===== src/rtl/viterbi_pkg.sv =====
// viterbi_pkg: shared trellis parameters and frame controller state encoding.
// FLUSH exists only when VITERBI_TAIL_FLUSH_EN is defined.
package viterbi_pkg;
   localparam int N_STATES = 8;
   localparam int SM_W     = 7;
   localparam int BM_W     = 4;
   localparam int ADDR_W   = 10;
   localparam int K        = 4;
   localparam int TAIL_LEN = K - 1;
   typedef enum logic [2:0] {
      IDLE,
      INIT,
      RUN,
`ifdef VITERBI_TAIL_FLUSH_EN
      FLUSH,
`endif
      TB
   } state_e;
endpackage


===== src/rtl/viterbi_frame_ctrl.sv =====
// viterbi_frame_ctrl: sequences clear, per-symbol ACS steps, optional tail flush and traceback.
// Tail flush (K-1 zero-input steps) is built only with VITERBI_TAIL_FLUSH_EN defined.
module viterbi_frame_ctrl
   import viterbi_pkg::*;
(
   input  logic              clk,
   input  logic              rst,
   input  logic              start,
   input  logic [ADDR_W-1:0] frame_len,
   input  logic              sym_valid,
   output logic              sym_ready,
   output logic              smu_clear,
   output logic              smu_enable,
   output logic              tail_active,
   output logic              dec_wr_en,
   output logic [ADDR_W-1:0] dec_wr_addr,
   output logic              tb_start,
   output logic [ADDR_W-1:0] tb_len,
   input  logic              tb_done,
   output logic              busy
);
   state_e            state_q, state_d;
   logic [ADDR_W-1:0] len_q, len_d;
   logic [ADDR_W-1:0] cnt_q, cnt_d;
   logic [ADDR_W-1:0] addr_q, addr_d;
   logic              wr_q, wr_d;
   logic              tbs_q, tbs_d;

   always_comb begin
      state_d     = state_q;
      len_d       = len_q;
      cnt_d       = cnt_q;
      addr_d      = addr_q;
      wr_d        = 1'b0;
      tbs_d       = 1'b0;
      sym_ready   = 1'b0;
      smu_clear   = 1'b0;
      smu_enable  = 1'b0;
      tail_active = 1'b0;
      case (state_q)
         IDLE: if (start && frame_len != '0) begin
            len_d   = frame_len;
            state_d = INIT;
         end
         INIT: begin
            smu_clear = 1'b1;
            cnt_d     = '0;
            state_d   = RUN;
         end
         RUN: begin
            sym_ready  = 1'b1;
            smu_enable = sym_valid;
`ifdef VITERBI_TAIL_FLUSH_EN
            if (sym_valid && cnt_q == len_q - ADDR_W'(1)) state_d = FLUSH;
`else
            if (sym_valid && cnt_q == len_q - ADDR_W'(1)) state_d = TB;
`endif
         end
`ifdef VITERBI_TAIL_FLUSH_EN
         FLUSH: begin
            smu_enable  = 1'b1;
            tail_active = 1'b1;
            if (cnt_q == len_q + ADDR_W'(TAIL_LEN - 1)) state_d = TB;
         end
`endif
         TB: begin
            // launch right after the final decision write; done is honoured only once launched
            tbs_d = wr_q;
            if (tb_done && !wr_q) state_d = IDLE;
         end
         default: state_d = IDLE;
      endcase
      if (smu_enable) begin
         cnt_d  = cnt_q + ADDR_W'(1);
         addr_d = cnt_q;
         wr_d   = 1'b1;
      end
   end

   always_ff @(posedge clk or posedge rst) begin
      if (rst) begin
         state_q <= IDLE;
         len_q   <= '0;
         cnt_q   <= '0;
         addr_q  <= '0;
         wr_q    <= 1'b0;
         tbs_q   <= 1'b0;
      end else begin
         state_q <= state_d;
         len_q   <= len_d;
         cnt_q   <= cnt_d;
         addr_q  <= addr_d;
         wr_q    <= wr_d;
         tbs_q   <= tbs_d;
      end
   end

   assign dec_wr_en   = wr_q;
   assign dec_wr_addr = addr_q;
   assign tb_start    = tbs_q;
   assign tb_len      = (state_q == TB) ? cnt_q : '0;
   assign busy        = state_q != IDLE;
endmodule


===== config.mk =====
export PLATFORM = sky130hd
export DESIGN_NAME = viterbi_frame_ctrl
export DESIGN_NICKNAME = d
export VERILOG_FILES = /design/src/rtl/viterbi_pkg.sv /design/src/rtl/viterbi_frame_ctrl.sv
export SDC_FILE = /design/constraint.sdc
export NUM_CORES = 1
export LEC_CHECK = 0
export ABC_CLOCK_PERIOD_IN_PS = 3400
export CORE_ASPECT_RATIO = 1.75
export CORE_MARGIN = 2
export CORE_UTILIZATION = 55
export CTS_CLUSTER_DIAMETER = 150
export CTS_CLUSTER_SIZE = 40
export DETAILED_ROUTE_END_ITERATION = 8
export GPL_TIMING_DRIVEN = 0
export PLACE_DENSITY = 0.84
export RECOVER_POWER = 50
export SLEW_MARGIN = 20
export SYNTH_ARGS = -nofsm -noshare
export SYNTH_HDL_FRONTEND = slang
export SYNTH_SLANG_ARGS = --single-unit

===== constraint.sdc =====
create_clock -name clk -period 3.4 [get_ports clk]
set_input_delay 0.68 -clock clk [delete_from_list [all_inputs] [get_ports clk]]
set_output_delay 0.68 -clock clk [all_outputs]
set_load 0.02 [all_outputs]

==> impl_metrics.ini <==
[floorplanning]
dieArea_sq_um = 4140
fp.dieW_um = 49.5
start_util = 0.580
coreArea_sq_um = 3430
io_pins = 42
die_h_um = 83.6
rows = 28

[drt]
wl_per_cell_um = 14.3
drt_iter0_drc = 34
final_antenna_net_count = 0
vias_per_cell = 5.49
num_vias = 1703
drt-pass1-iter-count = 4
routed_wirelength_um = 4420
route.detailed.drc = 0

[sta]
final.setup.tns_ps = 0
hold_viol = 0
worst_pin_slew_ps = 1290
clock.fmax_mhz = 306
slew_headroom = 0.137
clock_skew_ps = 7.23
period_share = 0.962
slew_viol_final = 0
setup_viol = 0
grt_setup_unrepaired = false
fin_crit_ps = 3270

[synth]
synth_seq_area_share = 0.427
synthAdderAreaFrac = 0.0377
synth-edff-count = 0
synth_compound_area_frac = 0.0981
synthSimpleGateAreaFrac = 0.259
synthMuxAreaShare = 0.0723
synth_top_family_by_area = simple AND/OR/NAND/NOR gates
synth.avg_cell_area_sq_um = 9.13
syn_inst = 218
ys_types = 43
async_flop_share = 1.00
synth_xor_area_frac = 0.0616
ys_ff_latch = 34
synth_area_sq_um = 1990
synth_warnings = 0
synth_nets = 239
ys.flop_type = dfrtp_1

[setup_path]
crit_fanout = 11
crit_buf_inv = 4
critPathKind = in -> out
worstPathRequired_ps = 2720
worstPathCellList = clkdlybuf4s50_1 -> nand2_1 -> clkinv_1 -> buf_1 -> clkdlybuf4s50_1
slowest_delay_ps = 700
slowest_stage = clkdlybuf4s50_1
timing.critical_path.mode_cell = clkdlybuf4s50_1
startpoint_type = primary input
setup.worst_path.end_class = primary output
cp.arrival_ps = 2590
critical-path-top-delay-family = buffers and inverters

[layout]
diodes = 0
utilization = 0.736
syn2layout_area_growth_pct = 26.9
design_area_sq_um = 2530
fill_cells = 300
drive_above_1_share = 0.0792
fin_cells = 310
final_nets = 286

[clock_tree]
ctsResizeCount = 0
htreeDepth = 2
cts_hold_buf = 0
postCtsSetupBuffers = 0
cts.sinks = 34
ctsRootBufferMaster = clkbuf_8
clockBufferDepth = 2
clk_latency_ps = 290
tritoncts = built
cts_buffers = 5
path_clk_slew_ps = 60

[place]
portBuffers = 40
dpl_cell_area_sq_um = 2450
globalplace.congestion = 0.844
hpwlAfterDp_um = 3350
placed_cells = 303

[power_and_ir_drop]
power_w = 0.00177
max-vdd-ir-drop_mv = 0.522
cellLeakagePower_nw = 1.16
power_per_cell_area_nw_per_um2 = 699

[grt]
track_usage = 0.226
antenna_found_initial = 0
grt_max_degree = 35
grt_pass1_wl_um = 7180
grt_overflow = 0
grt_pass1_vias = 1604

[status]
status = finished, final reports clean

[run]
maxCapViolations = 0

[hold_path]
hold_path_class = reg -> reg
-- flip-flops by register name, indices dropped and copies added, names as in the netlist --
register / count
cnt_q: 10
dec_wr_addr: 10
len_q: 10
state_q: 2
dec_wr_en: 1
tb_start: 1
-- final timing paths --
| check | start | slack [ps] | cells past startpoint | to |
|---|---|---|---|---|
| max | sym_valid | 130 | 5 | smu_enable |
| min | dec_wr_addr[9]$_DFFE_PP0P_ | 480 | 2 | dec_wr_addr[9]$_DFFE_PP0P_ |
| max reg2reg | len_q[2]$_DFFE_PP0P_ | 1320 | 6 | state_q[1]$_DFFE_PP0P_ |
| min reg2reg | dec_wr_addr[9]$_DFFE_PP0P_ | 480 | 2 | dec_wr_addr[9]$_DFFE_PP0P_ |
| max in group asynchronous | rst | 1440 | 2 | len_q[0]$_DFFE_PP0P_ |
| min in group asynchronous | rst | 1190 | 2 | dec_wr_addr[7]$_DFFE_PP0P_ |
-- area by class of cell --
cell class                      instances  area [sq um]  area share
Inverter                                9          33.8      0.0134
Tap cell                               45          56.3      0.0223
Buffer                                 10          50.0      0.0198
Multi-Input combinational cell        165          1060       0.418
Clock buffer                            5          68.8      0.0272
Timing Repair Buffer                   40           400       0.158
Clock inverter                          2          10.0     0.00396
Sequential cell                        34           851       0.337
-- routing by layer --
| layer | vias up | wire, um | part of all wire | GRT usage |
|---|---|---|---|---|
| met2 | 42 | 2550 | 0.58 | 0.434 |
| met3 | 8 | 120 | 0.027 | 0.0376 |
| met1 | 825 | 1650 | 0.37 | 0.223 |
| met4 | 0 | 104 | 0.024 | 0.109 |
| met5 | - | 0 | 0 | 0 |
| li1 | 828 | - | - | - |
-- power by group --
part / switching, W / internal (W) / total (W)
sequential: 0.000125 / 0.000515 / 0.000641
combinational: 0.000448 / 0.000399 / 0.000847
clock: 0.000142 / 0.000137 / 0.000279
total: 0.000715 / 0.00105 / 0.00177
-- synthesized netlist by cell type, drive strengths merged, types with 3 or more instances --
cell type / instances / area [sq um]
nand2: 44 / 165
dfrtp: 34 / 851
o21ai: 16 / 80.1
and2: 14 / 87.6
nor2: 12 / 47.6
inv: 8 / 30.0
nand3: 8 / 40.0
xnor2: 8 / 70.1
mux2: 7 / 93.8
clkbuf: 6 / 22.5
ha: 6 / 75.1
xor2: 6 / 52.6
mux2i: 5 / 50.1
nand3b: 5 / 37.5
buf: 4 / 27.5
and3: 3 / 18.8
nor2b: 3 / 18.8
-- metrics by stage --
| step | setup WS, ps | hold slack (ps) |
|---|---|---|
| detailed placement | 134 | 469 |
| finish | 128 | 480 |
| global placement | 145 | 457 |
| global route | 38.8 | 510 |
| CTS | 129 | 486 |
| floorplan | 1170 | 502 |
-- cells in the final DEF (no fill, tap or decap), drive strengths merged, types with 3 or more instances in the layout --
master / count
nand2: 44
clkdlybuf4s50: 38
dfrtp: 34
o21ai: 16
and2: 14
nor2: 12
clkbuf: 11
nand3: 8
inv: 8
xnor2: 8
mux2: 7
xor2: 6
ha: 6
nand3b: 5
mux2i: 5
buf: 4
and3: 3
nor2b: 3
clkinv: 3
-- cells by family after synthesis --
family          count (synthesis)
buf+inv                        19
simple gates                  103
compound gates                 29
xor+xnor                       14
fa+ha+maj                       6
other cells                     1
flops                          34
mux                            12
-- worst register-to-register path, cell delays in order, from the launching register on --
cell and delay (ps):
dfrtp_1 450, nor4_1 530, o211ai_1 170, a32oi_1 380, a211oi_1 160, mux2i_1 170, nand3_1 90
Power figures use the tool's default switching activity.
==> RTL change 1: new RTL, same flow settings <==
Encoding of `state_e`: now Gray code (2 bits for 4 states).
--- a/src/rtl/viterbi_pkg.sv
+++ b/src/rtl/viterbi_pkg.sv
@@ -9,6 +9,6 @@
    localparam int TAIL_LEN = K - 1;
-   typedef enum logic [2:0] {
-      IDLE,
-      INIT,
-      RUN,
+   typedef enum logic [1:0] {
+      IDLE = 2'b00,
+      INIT = 2'b01,
+      RUN  = 2'b11,
 `ifdef VITERBI_TAIL_FLUSH_EN
@@ -16,3 +16,3 @@
 `endif
-      TB
+      TB   = 2'b10
    } state_e;
Function: no difference found for any inputs over 10 cycles, from zero or initial values and one cycle with rst high; not proved beyond that.
==> RTL change 1 against the original RTL <==
Sequential share of layout area rose by 1.6 points. Cell count fell by 2.9%. Highest routed layer unchanged. Routed wire length fell by 12%. Non-clock buffer count rose by 4. Synthesized area fell by 6.5%. Final area fell by 4.6%. Sequential cell count did not move. Count of clock-buffer cells in the layout rose by 2. Total power fell by 6.7%. Critical endpoint unchanged. Setup slack improved by 0.058 ns. Clock power rose by 9.0%.
==> RTL change 1: results (changes against the original RTL) <==
status -> finished clean (unchanged)
Worst R2R End -> state_q[0] (was state_q[1])
layout cells sized above 1 -> 8.203% (was 7.925%)
LEAKAGE -> 1.076 nW (was 1.155 nW)
GR Layer Usage met3 -> 5.556% (was 3.763%)
cell family with most CP delay -> buffers and inverters (unchanged)
Cells after DPL -> 293 (was 303)
reg2reg setup slack -> 1.39 ns (was 1.32 ns)
net switching power -> 0.6544 mW (was 0.7149 mW)
DR vias/cell -> 5.412 (was 5.494)
hold path startpoint -> dec_wr_addr[4] (was dec_wr_addr[9])
mapped cell area -> 1862 µm² (was 1991 µm²)
synth cell count leaders -> nand2_1 (44), dfrtp_1 (34), o21ai_0 (15) (was nand2_1 (44), dfrtp_1 (34), o21ai_0 (16))
Worst Setup SP -> sym_valid (unchanged)
total sequential power -> 0.625 mW (was 0.641 mW)
DRT Wirelength -> 3892 µm (was 4421 µm)
Worst Hold Slack -> 0.4707 ns (was 0.4795 ns)
met1 usage -> 24.93% (was 22.31%)
wire length on met1 -> 1458 µm (was 1650 µm)
syn_nets -> 225 (was 239)
clock-net power -> 0.304 mW (was 0.279 mW)
final period utilization -> 94.55% (was 96.25%)
Worst Path Arrival -> 2.53 ns (was 2.59 ns)
Setup Skew -> 0.007320 ns (was 0.007226 ns)
bufs w/o clock -> 54 (was 50)
met2 Use GR -> 40.40% (was 43.37%)
routed via count -> 1629 (was 1703)
met3 WL -> 159 µm (was 120 µm)
port buffer count -> 40 (unchanged)
Place WS -> 0.1970 ns (was 0.1336 ns)
initial DRC count -> 32 (was 34)
first-pass GRT wire length -> 6472 µm (was 7182 µm)
non-clk buf share -> 19.31% (was 17.83%)
Global Route Usage Sum -> 23.41% (was 22.55%)
Unique masters post-synth -> 45 (was 43)
drt first pass iters -> 4 (unchanged)
hold endpoint -> dec_wr_addr[4] (was dec_wr_addr[9])
DP Area -> 2318 µm² (was 2447 µm²)
Clock Path Buffers -> 2 (unchanged)
final-layout fill cell count -> 274 (was 300)
final cell area excluding filler cells -> 2410 µm² (was 2526 µm²)
Max IR drop VDD -> 0.0005905 V (was 0.0005219 V)
Int Pwr -> 0.9937 mW (was 1.052 mW)
Post-DP HPWL -> 2978 µm (was 3350 µm)
number of global-route vias before repair -> 1482 (was 1604)
met2 WL -> 2147 µm (was 2546 µm)
multi-input gate share of total cell area -> 37.85% (was 41.80%)
CTS clock-pin slew for the worst setup and hold paths -> 0.06 ns (about the same)
clock network area share -> 3.790% (was 3.120%)
sequential fraction of the synthesis area -> 45.70% (was 42.74%)
Syn Area/Cell -> 8.951 µm² (was 9.131 µm²)
GP Congestion -> 0.8759 (was 0.8442)
Multi-Input Combinational -> 151 (was 165)
nets@finish -> 272 (was 286)
ANT cells -> 0 (unchanged)
number of clock-tree buffers in the layout -> 7 (was 5)
worst slew pin tran -> 1.241 ns (was 1.294 ns)
ranking of synthesized cells by area -> dfrtp_1 (46%), nand2_1 (8.9%), o21ai_0 (4.0%), and2_1 (3.7%), xor2_1 (3.3%) (was dfrtp_1 (43%), nand2_1 (8.3%), and2_1 (4.4%), o21ai_0 (4.0%), ha_1 (3.8%))
==> RTL change 1: cell types whose count changed after synthesis, moves of 3 or more <==
cell | before | now
clkbuf_1 | 6 | 11
xnor2_1 | 8 | 3
ha_1 | 6 | 2
mux2_4 | 4 | 0
mux2i_1 | 5 | 1
nand3b_1 | 5 | 1
and2_1 | 14 | 11
nand3_1 | 8 | 11
nand4_1 | 2 | 5
==> RTL change 1: cells by family (layout without fill, tap and decap cells) <==
family / count (synthesis) / count (layout) / share of synthesized area [%]
other: 1 / 1 / 0.2014
AOI/OAI and AO/OA: 32 / 32 / 11.49
buffers and inverters: 23 / 71 / 5.309
xor gates and xnor gates: 11 / 11 / 5.579
adders and majority gates: 2 / 2 / 1.344
muxes: 7 / 7 / 4.166
and+or+nand+nor: 98 / 98 / 26.21
DFF: 34 / 34 / 45.70
==> RTL change 2: new RTL, config.mk and constraints unchanged <==
Without the edit above. The option `VITERBI_TAIL_FLUSH_EN` is turned on by a define.
--- a/src/rtl/viterbi_pkg.sv
+++ b/src/rtl/viterbi_pkg.sv
@@ -2,2 +2,4 @@
 // FLUSH exists only when VITERBI_TAIL_FLUSH_EN is defined.
+`define VITERBI_TAIL_FLUSH_EN
+
 package viterbi_pkg;
Check against the original RTL: not equivalent (Yosys sat finds a counterexample within 4 cycles, from zero or initial values and one cycle with rst high).
==> RTL change 2 against the original RTL <==
Total power up 25%. Synthesized cell count up 12%. Synthesized area up 7.4%. Sequential cell count up 1. Clock skew up 0.0025 ns. Setup slack better by 0.13 ns. Final area up 6.6%. Highest routed layer unchanged. Routed wire length up 21%.
==> RTL change 2: results (changes against the original RTL) <==
drt first pass iters -> 5 (was 4)
final-layout fill cell count -> 304 (was 300)
Global Route Usage Sum -> 26.33% (was 22.55%)
worst slew pin tran -> 1.398 ns (was 1.294 ns)
Max-Cap Viols -> 0 (unchanged)
syn_nets -> 264 (was 239)
sequential fraction of the synthesis area -> 40.98% (was 42.74%)
layout cells sized above 1 -> 8.874% (was 7.925%)
combinational share of power -> 52.2% (was 47.9%)
reg2reg setup slack -> 1.30 ns (was 1.32 ns)
number of buffers created by CTS -> 5 (unchanged)
synth warn -> 0 (unchanged)
CTS clock-pin slew for the worst setup and hold paths -> 0.08 ns (was 0.06 ns)
Unique masters post-synth -> 44 (was 43)
post-CTS resize count -> 0 (unchanged)
hold endpoint -> dec_wr_addr[8] (was dec_wr_addr[9])
nets@finish -> 311 (was 286)
Root Driver -> clkbuf_8 (unchanged)
LEAKAGE -> 1.223 nW (was 1.155 nW)
Cells after DPL -> 334 (was 303)
ANT cells -> 0 (unchanged)
reg2reg path depth -> 8 (was 6)
min-delay worst type -> flop to flop (unchanged)
DRT Wirelength -> 5341 µm (was 4421 µm)
routed via count -> 1906 (was 1703)
largest net degree at the start of global routing -> 36 (was 35)
Syn Area/Cell -> 8.723 µm² (was 9.131 µm²)
Post-DP HPWL -> 4003 µm (was 3350 µm)
first-pass GRT wire length -> 8700 µm (was 7182 µm)
GP Congestion -> 0.9345 (was 0.8442)
hold path startpoint -> dec_wr_addr[8] (was dec_wr_addr[9])
net switching power -> 0.9829 mW (was 0.7149 mW)
synth cell count leaders -> nand2_1 (51), dfrtp_1 (35), o21ai_0 (17) (was nand2_1 (44), dfrtp_1 (34), o21ai_0 (16))
fin cells -> 341 (was 310)
Max IR drop VDD -> 0.0005511 V (was 0.0005219 V)
Setup Skew -> 0.009729 ns (was 0.007226 ns)
Worst R2R End -> state_q[0] (was state_q[1])
clk_lat worst skew -> 0.29 ns (about the same)
port buffer count -> 41 (was 40)
status -> finished clean (unchanged)
Max FO, Critical Path -> 18 (was 11)
ranking of synthesized cells by area -> dfrtp_1 (41%), nand2_1 (9.0%), xnor2_1 (4.9%), and3_1 (4.4%), xor2_1 (4.1%) (was dfrtp_1 (43%), nand2_1 (8.3%), and2_1 (4.4%), o21ai_0 (4.0%), ha_1 (3.8%))
worst r2r src -> len_q[1] (was len_q[2])
Worst Hold Slack -> 0.4818 ns (was 0.4795 ns)
Worst Path Arrival -> 2.46 ns (was 2.59 ns)
initial DRC count -> 71 (was 34)
-- RTL change 2: how the worst max path moves through the flow --
| stage | start | end | slack, ns | cells after the start |
|---|---|---|---|---|
| 2_1_floorplan | sym_valid | smu_enable | 1.25 | 3 |
| 4_1_cts | sym_valid | smu_enable | 0.002 | 5 |
| 5_1_grt | sym_valid | smu_enable | 0.15 | 4 |
| 3_5_place_dp | sym_valid | smu_enable | -0.0003 | 5 |
| 3_3_place_gp | sym_valid | smu_enable | -0.03 | 5 |
| 6_report | sym_valid | smu_enable | 0.26 | 4 |
-- RTL change 2: metrics by stage --
stage	worst slack [ns]	instance area, µm²
2_1_floorplan	1.254	2137
3_3_place_gp	-0.02735	2608
3_5_place_dp	-0.0002687	2608
4_1_cts	0.001503	2696
5_1_grt	0.1481	2693
6_report	0.2625	2693
-- RTL change 2: critical path: stages --
cell	delay, ns
dlygate4sd3_1	0.55
o21ai_1	0.39
inv_2	0.24
clkdlybuf4s50_1	0.59
-- RTL change 2: per-layer routing --
metal / wire, µm / global-route usage (%) / vias to the layer above
li1: - / - / 931
met1: 2130 / 30.45 / 916
met2: 2864 / 47.46 / 49
met3: 219 / 4.310 / 10
met4: 127 / 9.828 / 0
met5: 0 / 0 / -
-- RTL change 2: area by class of cell --
class / instances / area, µm² / area share [%]
multi-input cells: 187 / 1152 / 42.80
flip-flops and latches: 35 / 875.8 / 32.53
repair buffers: 41 / 410.4 / 15.24
clock buffers: 5 / 68.82 / 2.556
plain buffers: 11 / 63.81 / 2.370
well taps: 48 / 60.06 / 2.230
inverters: 11 / 41.29 / 1.533
clock inverters: 3 / 20.02 / 0.7435
-- RTL change 2: logic make-up after synthesis --
group	share of synthesized area [%]
compound gates	12.53
xor+xnor	9.016
fa+ha+maj	2.342
buf+inv	5.093
flops	40.98
mux	3.513
simple gates	26.52
-- RTL change 2: power groups by stage --
stage	Clock (mW)	Combinational, mW	Sequential (mW)
final	0.304	1.15	0.747
after global routing	0.319	1.27	0.769
after CTS	0.307	1.16	0.744
after detailed placement	0	1.16	0.751
after global placement	0	1.14	0.746
after floorplan	0	0.797	0.754
